### config.mk
export PLATFORM = sky130hd
export DESIGN_NAME = inner_product_mac
export DESIGN_NICKNAME = d
export VERILOG_FILES = /design/src/rtl/inner_product_pkg.sv /design/src/rtl/ip_lane_sum.sv /design/src/rtl/inner_product_mac.sv
export SDC_FILE = /design/constraint.sdc
export NUM_CORES = 2
export LEC_CHECK = 0
export BUFFER_PORTS_ARGS = -buffer_cell sky130_fd_sc_hd__buf_2
export CORE_MARGIN = 4
export CORE_UTILIZATION = 53
export CTS_CLUSTER_DIAMETER = 50
export DETAILED_ROUTE_END_ITERATION = 16
export GPL_TIMING_DRIVEN = 0
export PLACE_DENSITY = 0.81
export SYNTH_ARGS = -nofsm -noshare
export SYNTH_HDL_FRONTEND = slang
export SYNTH_SLANG_ARGS = --single-unit
### constraint.sdc
create_clock -name clk -period 19.41 [get_ports clk]
set_clock_uncertainty 0.15 [all_clocks]
set_input_delay 3.882 -clock clk [delete_from_list [all_inputs] [get_ports clk]]
set_output_delay 3.882 -clock clk [all_outputs]
set_load 0.1 [all_outputs]
### src/rtl/inner_product_pkg.sv
// Shared types and constant helpers for the inner-product MAC: FSM states, width derivation
// and signed saturation bounds.
package inner_product_pkg;

    typedef enum logic [1:0] {StIdle, StRun, StDone} state_e;

    // Wide enough to hold any accumulator value for the supported parameter ranges.
    localparam int unsigned MaxW = 256;
    typedef logic signed [MaxW-1:0] wide_t;

    function automatic int unsigned clog2(input int unsigned v);
        int unsigned r;
        int unsigned x;
        r = 0;
        x = 1;
        while (x < v) begin
            x = x << 1;
            r = r + 1;
        end
        return r;
    endfunction

    function automatic int unsigned acc_width(input int unsigned w, input int unsigned n);
        return 2 * w + clog2(n);
    endfunction

    // Largest (neg=0) or smallest (neg=1) value representable in a signed out_w-bit result.
    function automatic wide_t sat_bound(input int unsigned out_w, input logic neg);
        wide_t mag;
        mag = wide_t'(1) <<< (out_w - 1);
        return neg ? -mag : mag - wide_t'(1);
    endfunction

endpackage

### src/rtl/ip_lane_sum.sv
// Combinational sum of LANES signed WxW products, sign-extended to the accumulator width.
module ip_lane_sum
    import inner_product_pkg::*;
#(
    parameter int unsigned W     = 32,
    parameter int unsigned LANES = 1,
    parameter int unsigned ACC_W = 66
) (
    input  logic [LANES*W-1:0]       a_i,
    input  logic [LANES*W-1:0]       b_i,
    output logic signed [ACC_W-1:0]  sum_o
);

    logic signed [2*W-1:0] prod [LANES];

    for (genvar l = 0; l < LANES; l++) begin : g_lane
        assign prod[l] = (2*W)'($signed(a_i[l*W +: W])) * (2*W)'($signed(b_i[l*W +: W]));
    end

    always_comb begin
        sum_o = '0;
        for (int l = 0; l < LANES; l++) begin
            sum_o = sum_o + ACC_W'(prod[l]);
        end
    end

endmodule

### src/rtl/inner_product_mac.sv
// Signed inner-product engine with chained accumulation. Define INNER_PRODUCT_SAT_EN to clamp
// the result to the signed OUT_W range and flag it on out_ovf; otherwise the result wraps.
module inner_product_mac
    import inner_product_pkg::*;
#(
    parameter int unsigned N     = 4,
    parameter int unsigned W     = 32,
    parameter int unsigned LANES = 1,
    parameter int unsigned OUT_W = 32
) (
    input  logic             clk,
    input  logic             rst,
    input  logic [N*W-1:0]   row,
    input  logic [N*W-1:0]   column,
    input  logic             row_i_stb,
    input  logic             column_i_stb,
    input  logic             acc_mode,
    output logic             row_i_ack,
    output logic             column_i_ack,
    output logic [OUT_W-1:0] out,
    output logic             out_o_stb,
    input  logic             out_o_ack,
    output logic             out_ovf
);

    localparam int unsigned AccW  = acc_width(W, N);
    localparam int unsigned Steps = N / LANES;
    localparam int unsigned CntW  = (Steps > 1) ? clog2(Steps) : 1;

    if ((N % LANES) != 0) begin : g_bad_lanes
        $error("LANES must divide N");
    end
    if (OUT_W > AccW) begin : g_bad_out_w
        $error("OUT_W must not exceed ACC_W");
    end

    state_e                 state_q;
    logic [N*W-1:0]         row_q, col_q;
    logic [CntW-1:0]        cnt_q;
    logic signed [AccW-1:0] acc_q, acc_d, lane_sum;
    logic [LANES*W-1:0]     row_lane, col_lane;
    logic                   ack_q, stb_q, ovf_q, ovf_d;
    logic [OUT_W-1:0]       out_q, out_d;

    assign row_lane = row_q[int'(cnt_q) * LANES * W +: LANES * W];
    assign col_lane = col_q[int'(cnt_q) * LANES * W +: LANES * W];

    ip_lane_sum #(
        .W     (W),
        .LANES (LANES),
        .ACC_W (AccW)
    ) u_lane_sum (
        .a_i   (row_lane),
        .b_i   (col_lane),
        .sum_o (lane_sum)
    );

    assign acc_d = acc_q + lane_sum;

`ifdef INNER_PRODUCT_SAT_EN
    wide_t acc_wide;
    always_comb begin
        acc_wide = wide_t'(acc_d);
        out_d    = acc_d[OUT_W-1:0];
        ovf_d    = 1'b0;
        if (acc_wide > sat_bound(OUT_W, 1'b0)) begin
            out_d = {1'b0, {(OUT_W-1){1'b1}}};
            ovf_d = 1'b1;
        end else if (acc_wide < sat_bound(OUT_W, 1'b1)) begin
            out_d = {1'b1, {(OUT_W-1){1'b0}}};
            ovf_d = 1'b1;
        end
    end
`else
    assign out_d = acc_d[OUT_W-1:0];
    assign ovf_d = 1'b0;
`endif

    always_ff @(posedge clk) begin
        if (rst) begin
            state_q <= StIdle;
            row_q   <= '0;
            col_q   <= '0;
            cnt_q   <= '0;
            acc_q   <= '0;
            ack_q   <= 1'b0;
            stb_q   <= 1'b0;
            ovf_q   <= 1'b0;
            out_q   <= '0;
        end else begin
            ack_q <= 1'b0;
            unique case (state_q)
                StIdle: begin
                    if (row_i_stb && column_i_stb) begin
                        row_q   <= row;
                        col_q   <= column;
                        acc_q   <= acc_mode ? acc_q : '0;
                        cnt_q   <= '0;
                        ack_q   <= 1'b1;
                        state_q <= StRun;
                    end
                end
                StRun: begin
                    acc_q <= acc_d;
                    cnt_q <= cnt_q + 1'b1;
                    if (cnt_q == CntW'(Steps - 1)) begin
                        out_q   <= out_d;
                        ovf_q   <= ovf_d;
                        stb_q   <= 1'b1;
                        state_q <= StDone;
                    end
                end
                StDone: begin
                    if (out_o_ack) begin
                        stb_q   <= 1'b0;
                        ovf_q   <= 1'b0;
                        state_q <= StIdle;
                    end
                end
                default: state_q <= StIdle;
            endcase
        end
    end

    assign row_i_ack    = ack_q;
    assign column_i_ack = ack_q;
    assign out          = out_q;
    assign out_o_stb    = stb_q;
    assign out_ovf      = ovf_q;

endmodule
==> results.py <==
metrics = {
    "route": {
        "finalWirelength_mm": 105.7,
        "drc": 0,
        "drt_first_iter_violations": 2924,
        "vias_per_cell": 5.788,
        "ant_nets": 0,
        "avgRoutedWirePerCell_um": 22.89,
        "vias": 26722,
        "first_pass_iters": 6,
    },
    "clock_tree": {
        "path_clk_slew_ps": 60,
        "htreeDepth": 2,
        "cts.sinks": 326,
        "insertion_delay_ps": 560,
        "cts_resized": 0,
        "cts_tree": "done",
        "clockBufferDepth": 3,
        "cts_setup_buffers": 0,
        "postCtsHoldBufs": 0,
        "cts_buffers": 35,
        "cts_root_buf": "clkbuf_16",
    },
    "critical_path": {
        "worst-setup-path-type": "register to register",
        "startpoint_type": "register",
        "reg2reg_depth": 31,
        "cp_max_fo": 10,
        "crit_start": "cnt_q[1]$_SDFFE_PP0P_",
        "reg2reg_from": "cnt_q[1]$_SDFFE_PP0P_",
        "cp_slowest_cell": "o21ai_0",
        "endpoint_kind": "register",
        "worstPathRequired_ps": 19680,
        "cp_common_cell": "fa_1",
        "worstPathArrival_ps": 10940,
        "max_stage_delay_ps": 1240,
    },
    "power_and_ir_drop": {
        "p_leak_uw": 0.01474,
        "power.total_uw": 1846,
        "ir_drop_v": 0.00006666,
        "power.density_nw_per_um2": 54.67,
    },
    "cells_and_area": {
        "layout_commonest_cell": "nand2_1",
        "antenna_cells": 0,
        "regArea_sq_um": 6526,
        "areaGrowthSynthToFinish_pct": 11.68,
        "final_cell_mix": "nand2_1 (791), inv_1 (524), fa_1 (438), dfxtp_1 (326), nor2_1 (304)",
        "nets": 4693,
        "multiInputGateArea_sq_um": 20790,
        "layout-drive-gt1-share": 0.1233,
        "final.fill_count": 5000,
    },
    "die": {
        "die_w_um": 246.8,
        "core_sq_um": 56390,
        "ios": 298,
        "die_area_sq_um": 60930,
        "num_rows": 87,
        "die_h_um": 246.8,
        "initial_core_util": 0.5362,
    },
    "timing": {
        "relSlewSlack": 0.01808,
        "grt_setup_unrepaired": "no",
        "fmax_mhz": 93.73,
        "tns_ps": 0,
        "setup_viol": 0,
        "tightest_slew_ps": 1457,
        "period_minus_slack_ps": 10670,
        "final-hold-violation-count": 0,
        "post-route-period-util": 0.5496,
        "drv_slew": 0,
    },
    "global_routing": {
        "grtUsageTotal": 0.3432,
        "grt_max_degree": 16,
        "grt.overflow.total": 0,
        "grt_pass1_vias": 27090,
        "grt_pass1_wl_mm": 156.8,
        "antenna_found_initial": 0,
    },
    "synthesis": {
        "ys_top_cells_by_area": "fa_1 (29%), dfxtp_1 (22%), nand2_1 (9.8%), inv_1 (6.5%), ha_1 (6.3%)",
        "synthAdderAreaFrac": 0.3529,
        "syn-num-nets": 4360,
        "synth_top_family_by_area": "adder cells",
        "synthCells": 3508,
        "synth_area_sq_um": 30230,
        "synth-simple-area-share": 0.1586,
        "synth-main-ff-cell": "dfxtp_1",
        "yosysTopAreaCell": "fa_1",
        "muxShareOfSynthArea": 0.07408,
        "synth-compound-area-share": 0.07652,
        "synth.top_cell.area_share": 0.2900,
        "yosysSeqAreaShare": 0.2159,
        "ys_ff_latch": 326,
        "ys_types": 64,
        "synthXorXnorAreaFrac": 0.02516,
        "synth-edff-count": 0,
        "ys_async_sr_fraction": 0,
        "yosys_warnings": 0,
        "syn_area_per_cell_sq_um": 8.619,
    },
    "min_path": {
        "hp-class": "register to register",
        "hold_depth": 2,
        "holdCritStartpoint": "row_q[58]$_SDFFE_PP0P_",
    },
    "placed_design": {
        "gp_congestion": 1.051,
        "detailed_place_hpwl_mm": 85.26,
        "portBuffers": 296,
    },
    "run": {
        "cap_viol_max_count": 0,
    },
    "outcome": {
        "status": "completed",
    },
}
==> where the power goes <==
part	total [uW]	internal, uW	leakage (uW)	switching (uW)
Clock	647	362	0.000532	284
Combinational	483	160	0.0116	323
Sequential	717	698	0.00265	18.3
==> state kept, by name, summed over array words and instances (netlist names) <==
signal        flops
col_q           128
row_q           128
acc_q            32
out              32
cnt_q             2
state_q           2
column_i_ack      1
out_o_stb         1
==> metrics by stage <==
step	util	worst slack [ps]	cell area [sq um]	std cells	hold WS [ps]
2_1_floorplan	-	10830	30230	3508	279.1
3_3_place_gp	0.5792	9119	32660	4560	288.1
3_5_place_dp	0.5793	9037	32670	4560	294.9
4_1_cts	0.5988	8996	33760	4617	303.3
5_1_grt	0.5988	8592	33760	4617	318.6
6_report	0.5988	8741	33760	4617	302.4
==> layer usage <==
metal | wire length [um] | vias to the layer above | track usage
li1 | - | 11459 | -
met2 | 47460 | 1824 | 0.5458
met1 | 36900 | 12953 | 0.4131
met5 | 0 | - | 0
met3 | 12480 | 486 | 0.08881
met4 | 8851 | 0 | 0.2261
==> final cells by class <==
cell class              count  share of cell area
clock buffers              44             0.02783
clock inverters            13            0.004706
plain buffers             186             0.02824
repair buffers            296             0.04387
flip-flops and latches    326              0.1933
well taps                 756             0.02801
multi-input cells        2471              0.6157
inverters                 525             0.05836
==> Yosys cell counts, types with 3 or more instances <==
cell	instances
a22oi_1	23
xor2_1	16
nor3b_1	3
o21a_1	9
inv_1	524
buf_1	9
buf_12	8
buf_6	5
o311ai_0	3
mux2_4	3
and2_1	48
dfxtp_1	326
clkbuf_8	4
nor2b_1	5
mux4_2	18
ha_1	152
nor4b_1	3
buf_2	5
mux2_2	39
nor2_1	304
a21boi_0	4
o21ai_1	5
a2111oi_0	3
buf_4	5
xnor2_1	62
a21o_1	16
a21oi_1	302
mux2i_2	13
a31o_2	4
a211oi_1	5
mux4_1	4
o21ai_0	28
nand2b_1	11
mux2i_4	6
nor3_1	8
mux2i_1	93
clkbuf_1	148
nand3_1	15
nand2_1	791
fa_1	438
or2_2	9
==> critical path: cells and delay by family (launching register included) <==
family / cells / cell delay, ps
xor gates and xnor gates: 9 / 2220
adders and majority gates: 8 / 4000
AOI/OAI and AO/OA: 2 / 1390
DFF: 1 / 320
and+or+nand+nor: 1 / 180
buffers and inverters: 11 / 2230
==> final timing paths <==
kind	to	slack (ps)
max	acc_q[31]$_SDFFE_PP0P_	8740
min reg2reg	row_q[58]$_SDFFE_PP0P_	300
min	row_q[58]$_SDFFE_PP0P_	300
max reg2reg	acc_q[31]$_SDFFE_PP0P_	8740
==> logic make-up after synthesis <==
logic type,count (synthesis)
AND/OR/NAND/NOR,1206
buffers and inverters,711
adder cells (fa/ha/maj),590
AO/OA/AOI/OAI,416
flip-flops,326
multiplexers,176
XOR/XNOR,82
other,1
(Power assumes the default switching activity.)
